==> config.mk <==
export PLATFORM = sky130hd
export DESIGN_NAME = tick_div_ctrl
export DESIGN_NICKNAME = d
export VERILOG_FILES = /design/src/rtl/tick_div_ctrl.sv
export SDC_FILE = /design/constraint.sdc
export NUM_CORES = 1
export LEC_CHECK = 0
export ABC_AREA = 1
export BUFFER_PORTS_ARGS = -buffer_cell sky130_fd_sc_hd__buf_2
export CAP_MARGIN = 5
export CORE_MARGIN = 10
export CORE_UTILIZATION = 60
export DETAILED_ROUTE_END_ITERATION = 7
export PLACE_DENSITY = 0.79
export SLEW_MARGIN = 20
export SYNTH_ARGS = -nofsm -noshare
export SYNTH_HDL_FRONTEND = slang
export SYNTH_SLANG_ARGS = --single-unit
==> constraint.sdc <==
create_clock -name clock -period 2.5 [get_ports clock]
set_input_delay 0.125 -clock clock [delete_from_list [all_inputs] [get_ports clock]]
set_output_delay 0.125 -clock clock [all_outputs]
set_load 0.1 [all_outputs]
==> src/rtl/tick_div_ctrl.sv <==
// ============================================================================
// Module   : tick_div_ctrl
// Brief    : Programmable clock-enable generator with handshake-reconfigured
//            divide ratio, registered tick / square-wave outputs.
// Revision : 1.0 - initial release
// ============================================================================
`default_nettype none

module tick_div_ctrl #(
    parameter int WIDTH       = 26,
    parameter int DEFAULT_DIV = 25000000
) (
    input  logic             clock,
    input  logic             rst,
    input  logic             en,
    input  logic             cfg_valid,
    input  logic [WIDTH-1:0] cfg_div,
    output logic             cfg_ready,
    output logic             tick,
    output logic             clk_out,
    output logic             busy,
    output logic [7:0]       tick_cnt
);

    typedef enum logic [1:0] {
        ST_IDLE = 2'd0,
        ST_RUN  = 2'd1,
        ST_PEND = 2'd2
    } state_t;

    localparam logic [WIDTH-1:0] c_default_div = WIDTH'(DEFAULT_DIV);
    localparam logic [WIDTH-1:0] c_one         = WIDTH'(1);
    localparam logic [WIDTH-1:0] c_zero        = '0;

    state_t           r_state, w_state;
    logic [WIDTH-1:0] r_div, w_div;
    logic [WIDTH-1:0] r_pend, w_pend;
    logic [WIDTH-1:0] r_cnt, w_cnt;
    logic             r_tick, w_tick;
    logic             r_clk_out, w_clk_out;
    logic             r_busy, w_busy;
    logic             r_cfg_ready, w_cfg_ready;
    logic [7:0]       r_tick_cnt, w_tick_cnt;

    logic             w_hs;
    logic             w_terminal;
    logic [WIDTH-1:0] w_cfg_clamped;

    assign w_hs          = cfg_valid & r_cfg_ready;
    // r_div is never 0, so div-1 cannot underflow even at the maximum ratio
    assign w_terminal    = (r_cnt == (r_div - c_one));
    assign w_cfg_clamped = (cfg_div == c_zero) ? c_one : cfg_div;

    always_ff @(posedge clock) begin
        if (rst) begin
            r_state     <= ST_IDLE;
            r_div       <= c_default_div;
            r_pend      <= c_zero;
            r_cnt       <= c_zero;
            r_tick      <= 1'b0;
            r_clk_out   <= 1'b0;
            r_busy      <= 1'b0;
            r_cfg_ready <= 1'b1;
            r_tick_cnt  <= 8'd0;
        end else begin
            r_state     <= w_state;
            r_div       <= w_div;
            r_pend      <= w_pend;
            r_cnt       <= w_cnt;
            r_tick      <= w_tick;
            r_clk_out   <= w_clk_out;
            r_busy      <= w_busy;
            r_cfg_ready <= w_cfg_ready;
            r_tick_cnt  <= w_tick_cnt;
        end
    end

    always_comb begin
        w_state    = r_state;
        w_div      = r_div;
        w_pend     = r_pend;
        w_cnt      = r_cnt;
        w_tick     = 1'b0;
        w_clk_out  = r_clk_out;
        w_tick_cnt = r_tick_cnt;

        case (r_state)
            ST_IDLE: begin
                w_cnt = c_zero;
                if (w_hs) w_div = w_cfg_clamped;
                if (en) w_state = ST_RUN;
            end
            ST_RUN: begin
                if (!en) begin
                    // Stopping: a ratio offered now has no period to wait for
                    w_state = ST_IDLE;
                    w_cnt   = c_zero;
                    if (w_hs) w_div = w_cfg_clamped;
                end else begin
                    if (w_terminal) begin
                        w_cnt      = c_zero;
                        w_tick     = 1'b1;
                        w_clk_out  = ~r_clk_out;
                        w_tick_cnt = r_tick_cnt + 8'd1;
                    end else begin
                        w_cnt = r_cnt + c_one;
                    end
                    if (w_hs) begin
                        w_pend  = w_cfg_clamped;
                        w_state = ST_PEND;
                    end
                end
            end
            ST_PEND: begin
                if (!en) begin
                    w_state = ST_IDLE;
                    w_cnt   = c_zero;
                    w_div   = r_pend;
                end else if (w_terminal) begin
                    w_cnt      = c_zero;
                    w_tick     = 1'b1;
                    w_clk_out  = ~r_clk_out;
                    w_tick_cnt = r_tick_cnt + 8'd1;
                    w_div      = r_pend;
                    w_state    = ST_RUN;
                end else begin
                    w_cnt = r_cnt + c_one;
                end
            end
            default: begin
                w_state = ST_IDLE;
                w_cnt   = c_zero;
            end
        endcase

        w_busy      = (w_state != ST_IDLE);
        w_cfg_ready = (w_state != ST_PEND);
    end

    assign cfg_ready = r_cfg_ready;
    assign tick      = r_tick;
    assign clk_out   = r_clk_out;
    assign busy      = r_busy;
    assign tick_cnt  = r_tick_cnt;

endmodule

`default_nettype wire
; Word level (Yosys, flattened, before mapping)
; Cells that the tools add are included.
[word_totals]
output_inout_bits = 12
wordCells = 45
reg_bits = 92
[classes]
n_eq_ne = 6
n_reduce_logical = 10
n_addsub = 3
bitwise = 4
muxes = 13
[op_table]
columns = cell, n
row1 = $mux 26, 5
row2 = $pmux 26 s3, 1
row3 = $add 26x1->26 const B, 1
row4 = $eq 26x26->1, 1
row5 = $logic_not 26->1, 1
row6 = $sub 26x1->26 const B, 1
row7 = $mux 2, 5
row8 = $reduce_and 3->1, 3
row9 = $add 8x1->8 const B, 1
row10 = $pmux 2 s3, 1
row11 = $ne 2x2->1 const B, 2
row12 = $reduce_or 4->1, 1
row13 = $ne 3x3->1 const B, 1
row14 = $not 1->1, 3
row15 = $reduce_bool 3->1, 1
row16 = $reduce_or 3->1, 1
row17 = $eq 2x1->1 const B, 1
row18 = $eq 2x2->1 const B, 1
row19 = $logic_not 2->1, 1
row20 = $reduce_bool 2->1, 1
row21 = $reduce_or 2->1, 1
row22 = $and 1x1->1, 1
row23 = $mux 1, 1

; Longest topological paths before layout
[logic_depth]
ltp_word = 6
ltp_mapped = 20

; Worst setup path before layout
; Ideal clock, no wire load.
[synth_path]
path_kind = reg-to-reg
startpoint = reg r_div[0]
endpoint = reg r_div[10]
t_arrival_ns = 2.154
stages_incl_launch_ff = 18
path_buffers = 2
t_required_ns = 2.387
setup_slack_ns = 0.233
synth_period_minus_slack_ns = 2.267
cell_sequence = dfxtp_1 -> inv_1 -> ha_1 -> nand2_2 -> nor2_4 -> buf_6 -> nand3_1 -> nand2_1 -> nand2_1 -> nand2_1 -> nand2_1 -> nor2_1 -> nand4_4 -> nand2_4 -> nand3_4 -> buf_2 -> nor2_1 -> nor2_1
[synth_via]
elab_chain_cells = 4
[synth_lines]
columns = item, line_no
row1 = "start, declared", 36  ; logic [WIDTH-1:0] r_div, w_div;
row2 = "start signal, assigned", 57  ; r_div <= c_default_div;
row3 = "start signal, assigned", 67  ; r_div <= w_div;
row4 = $sub 26x1->26, 51  ; assign w_terminal = (r_cnt == (r_div - c_one));
row5 = $eq 26x26->1, 51
row6 = $ne 3x3->1 (no line), n/a
row7 = $reduce_and 3->1 (no line), n/a
; No other way between the ends.
; A chain may end at the register's enable or synchronous reset.

; Worst setup path in the final report
[layout_path]
startpoint = reg r_div[2]
endpoint = reg r_div[0]
; The elaborated chain is that of the path after synthesis.

==> flow_results.xml <==
<?xml version="1.0" encoding="UTF-8"?>
<metrics>
  <group name="run_status">
    <metric name="result_of_the_run" unit="">finished clean</metric>
  </group>
  <group name="power">
    <metric name="power_density" unit="mW/mm²">489</metric>
    <metric name="net-switching-power" unit="mW">0.960</metric>
    <metric name="total_leakage_power" unit="nW">2.80</metric>
    <metric name="p_sw_share" unit="%">31.0</metric>
    <metric name="vdd_ir_drop_max" unit="V">0.000332</metric>
    <metric name="p_int" unit="mW">2.13</metric>
    <metric name="clockPowerShare" unit="%">31.2</metric>
    <metric name="p_comb_share" unit="%">17.5</metric>
    <metric name="seq_power_share" unit="%">51.2</metric>
    <metric name="post-layout-total-power" unit="mW">3.09</metric>
  </group>
  <group name="final_layout">
    <metric name="final_cells" unit="">1009</metric>
    <metric name="synthesis_to_finish_area_growth" unit="%">16.2</metric>
    <metric name="share_of_layout_cells_above_drive_strength_1" unit="%">16.9</metric>
    <metric name="finished_cell_area" unit="mm²">0.00632</metric>
    <metric name="fillCellCount" unit="">764</metric>
    <metric name="num-nets-final" unit="">933</metric>
    <metric name="antenna_cells_inserted" unit="">0</metric>
  </group>
  <group name="worst_setup_path">
    <metric name="timing_worst_setup_path_type" unit="">flip-flop to flip-flop</metric>
    <metric name="ff2ff_path_depth" unit="">17</metric>
    <metric name="critPathCaptureType" unit="">flip-flop</metric>
    <metric name="regToRegSetupSlack" unit="ns">0.02</metric>
    <metric name="cp_max_fo" unit="">18</metric>
    <metric name="critPathRequiredTime" unit="ns">2.76</metric>
    <metric name="type_of_origin_of_the_critical_path" unit="">flip-flop</metric>
    <metric name="end_of_the_worst_register_to_register_path" unit="">r_div[0]$_SDFFE_PP0P_</metric>
    <metric name="crit_arrival" unit="ns">2.75</metric>
    <metric name="r2r-start" unit="">r_div[2]$_SDFFE_PP0P_</metric>
  </group>
  <group name="placed_design">
    <metric name="placed_cell_area" unit="mm²">0.00577</metric>
    <metric name="placed_cells_incl_taps" unit="">978</metric>
    <metric name="pre_cts_ws" unit="ns">-0.0254</metric>
    <metric name="port-buffer-count" unit="">41</metric>
    <metric name="finalWeightedCongestion" unit="">0.983</metric>
    <metric name="post-dp-hpwl" unit="mm">10.0</metric>
  </group>
  <group name="global_route">
    <metric name="grt_max_degree" unit="">53</metric>
    <metric name="grt_pass1_vias" unit="">4928</metric>
    <metric name="grt_util_all_layers" unit="%">19.7</metric>
    <metric name="antenna_found_initial" unit="">0</metric>
    <metric name="overflow" unit="">0</metric>
    <metric name="grt_pass1_wl" unit="mm">22.2</metric>
  </group>
  <group name="floorplan">
    <metric name="die_w" unit="µm">115</metric>
    <metric name="number_of_primary_i_o_pins" unit="">42</metric>
    <metric name="fp.dieArea" unit="mm²">0.0133</metric>
    <metric name="coreArea" unit="mm²">0.00876</metric>
    <metric name="initial_utilization" unit="%">62.1</metric>
    <metric name="floorplan.die.height" unit="µm">115</metric>
    <metric name="rows" unit="">34</metric>
  </group>
  <group name="route">
    <metric name="drc" unit="">0</metric>
    <metric name="detailroute.via_count" unit="">5510</metric>
    <metric name="detail_route.first_pass.iterations" unit="">6</metric>
    <metric name="iteration_0_drc_markers" unit="">400</metric>
    <metric name="routed_wire_length_per_instance" unit="µm">14.0</metric>
    <metric name="ant_nets" unit="">0</metric>
    <metric name="totalWireLength" unit="mm">14.1</metric>
    <metric name="route.detailed.vias_per_inst" unit="">5.46</metric>
  </group>
  <group name="timing">
    <metric name="setup_viol_count_final" unit="">0</metric>
    <metric name="finalClockSkew" unit="ns">0.0125</metric>
    <metric name="post-route-min-period" unit="ns">2.48</metric>
    <metric name="layout_worst_path_cycle_share" unit="%">99.4</metric>
    <metric name="setup_repair_after_global_routing_missed_its_margin" unit="">yes</metric>
    <metric name="clock.fmax" unit="MHz">402</metric>
    <metric name="setup-tns-final" unit="ns">0</metric>
    <metric name="worstMarginPinSlew" unit="ns">0.740</metric>
    <metric name="maxSlewViolCount" unit="">0</metric>
    <metric name="report.final.hold_viol_count" unit="">0</metric>
    <metric name="timing.final.ws_setup" unit="ns">0.0152</metric>
    <metric name="worst_slew_margin_rel" unit="%">50.7</metric>
  </group>
  <group name="yosys">
    <metric name="synthesis.area" unit="mm²">0.00544</metric>
    <metric name="yosys.cell_types.count" unit="">35</metric>
    <metric name="synth-main-ff-cell" unit="">dfxtp_1</metric>
    <metric name="synth_largest_area_cell" unit="">dfxtp_1</metric>
    <metric name="postSynthAreaPerCell" unit="µm²">6.44</metric>
    <metric name="asyncSetResetFlopFracSynth" unit="%">0</metric>
    <metric name="synth.top_cell.area_share" unit="%">33.9</metric>
    <metric name="synth.ff_latch_count" unit="">92</metric>
    <metric name="mappedNetlistNets" unit="">882</metric>
    <metric name="post_synth_inst_count" unit="">845</metric>
    <metric name="yosysWarnings" unit="">0</metric>
    <metric name="synthMostInstantiatedCell" unit="">nand2_1</metric>
    <metric name="synth_enable_flop_cells" unit="">0</metric>
    <metric name="synth_commonest_cells" unit="">nand2_1 (211), nor2_1 (126), inv_1 (104)</metric>
    <metric name="main_area_contributors_after_synthesis" unit="">dfxtp_1 (34%), nand2_1 (15%), nor2_1 (8.7%)</metric>
    <metric name="synth_sequential_area_ratio" unit="%">33.9</metric>
  </group>
  <group name="clocking">
    <metric name="clock_tree.htree_level_count" unit="">3</metric>
    <metric name="worst_setup_hold_path_clk_slew" unit="ns">0.10</metric>
    <metric name="cts_num_sinks" unit="">92</metric>
    <metric name="post_cts_hold_buffer_count" unit="">0</metric>
    <metric name="ctsRootBufferMaster" unit="">clkbuf_8</metric>
    <metric name="cts-root-to-sink-buffers" unit="">2</metric>
    <metric name="cts-buffers-inserted" unit="">9</metric>
    <metric name="cts_tree" unit="">yes</metric>
    <metric name="clock_insertion_delay_worst_skew" unit="ns">0.36</metric>
  </group>
  <group name="run">
    <metric name="drv_cap" unit="">0</metric>
  </group>
  <group name="hold_path">
    <metric name="worst_hold_path.num_cells" unit="">3</metric>
    <metric name="hold_start" unit="">cfg_div[1]</metric>
    <metric name="worst_hold_path_type" unit="">input pin to flip-flop</metric>
    <metric name="worst_hold_path.endpoint" unit="">r_pend[1]$_SDFFE_PP0P_</metric>
  </group>
</metrics>
-- flip-flops by register name, summed over array words and instances (netlist names) --
name	flops
cfg_ready	1
r_pend	26
tick_cnt	8
r_state	2
r_cnt	26
tick	1
r_div	26
clk_out	1
busy	1
-- repair_timing --
action | 4_1_cts | 5_1_grt
resized for setup | 3 | 64
setup endpoints to repair | 53 | 65
pin swaps | 1 | 24
buffers inserted | 0 | 10
gates cloned | 0 | 5
-- cells by family after synthesis --
logic type	Yosys count	share of synthesized area [%]
buffers and inverters	135	10.0
AOI/OAI and AO/OA	103	10.0
muxes	1	0.184
xor gates and xnor gates	38	6.12
adders and majority gates	7	1.61
DFF	92	33.9
and+or+nand+nor	469	38.2
-- cell usage in the layout (no fill, tap or decap), types with 2 or more instances in the layout --
cell	count
inv_1	100
inv_6	2
nand2_4	5
a31oi_1	3
buf_4	18
inv_2	4
buf_2	42
a21oi_1	36
nand2_1	189
nand3_2	3
xor2_1	21
clkbuf_16	3
clkinv_4	2
nor4_1	6
ha_1	6
dfxtp_2	5
nand4_1	40
xnor2_1	17
nor3b_1	6
o21ai_1	2
buf_6	3
nand3b_1	6
a211oi_1	3
clkinv_1	2
o21bai_1	3
buf_12	3
nor3_1	10
nor2_1	108
clkbuf_8	10
nand3_1	47
o21ai_0	53
nor3_2	3
nor2_4	6
dfxtp_1	87
nand2_2	20
nor2_2	17
-- power groups by stage --
stage	logic, mW	registers (mW)	clock network [mW]
6_report	0.543	1.58	0.966
5_1_grt	0.603	1.59	1.03
4_1_cts	0.455	1.58	0.976
3_5_place_dp	0.451	1.61	0
3_3_place_gp	0.435	1.61	0
2_1_floorplan	0.331	1.60	0
-- cell type report --
| class | count | area [µm²] | share of cell area (%) |
|---|---|---|---|
| sequential | 92 | 1850 | 29.2 |
| tap | 108 | 135 | 2.14 |
| timing repair buffer | 69 | 514 | 8.14 |
| inverter | 106 | 398 | 6.30 |
| clock buffer | 11 | 141 | 2.24 |
| clock inverter | 5 | 42.5 | 0.673 |
| multi-input combinational | 618 | 3240 | 51.3 |
-- through the flow --
step / hold slack (ns) / util (%)
5_1_grt: 0.0128 / 72.1
3_5_place_dp: 0.400 / 65.9
2_1_floorplan: 0.258 / -
6_report: 0.0108 / 72.1
3_3_place_gp: 0.390 / 65.9
4_1_cts: 0.00308 / 68.1
-- worst max-delay path by stage --
stage,cells after the start,start,end
floorplan,17,r_div[0]$_SDFFE_PP0P_,r_div[10]$_SDFFE_PP0P_
global placement,17,r_div[0]$_SDFFE_PP0P_,r_div[0]$_SDFFE_PP0P_
detailed placement,17,r_div[0]$_SDFFE_PP0P_,r_div[3]$_SDFFE_PP0P_
CTS,18,r_div[0]$_SDFFE_PP0P_,r_div[1]$_SDFFE_PP0P_
global route,17,r_div[2]$_SDFFE_PP0P_,r_div[0]$_SDFFE_PP0P_
finish,17,r_div[2]$_SDFFE_PP0P_,r_div[0]$_SDFFE_PP0P_
-- critical path, stage by stage (launching register included) --
cell and delay, ns:
dfxtp_1 0.36, nor2_2 0.16, nand2_2 0.15, nor2_4 0.18, buf_4 0.15, nand3b_1 0.09, nand2_1 0.08, nand2_1 0.05
nor2_1 0.12, nand2_1 0.11, nor2_4 0.15, nand4_4 0.13, nand2_4 0.10, buf_4 0.13, buf_12 0.13, nand4_1 0.11
nand2_1 0.13, nor2_1 0.04
-- per-layer routing --
metal / part of all wire, % / routed length (µm) / vias up / track usage, %
li1: - / - / 2825 / -
met1: 45 / 6370 / 2508 / 26.2
met3: 5.4 / 767 / 15 / 3.39
met4: 1.0 / 146 / 0 / 5.61
met2: 48 / 6790 / 162 / 32.0
met5: 0 / 0 / - / 0
No activity file was read; power rests on OpenSTA's default activity.
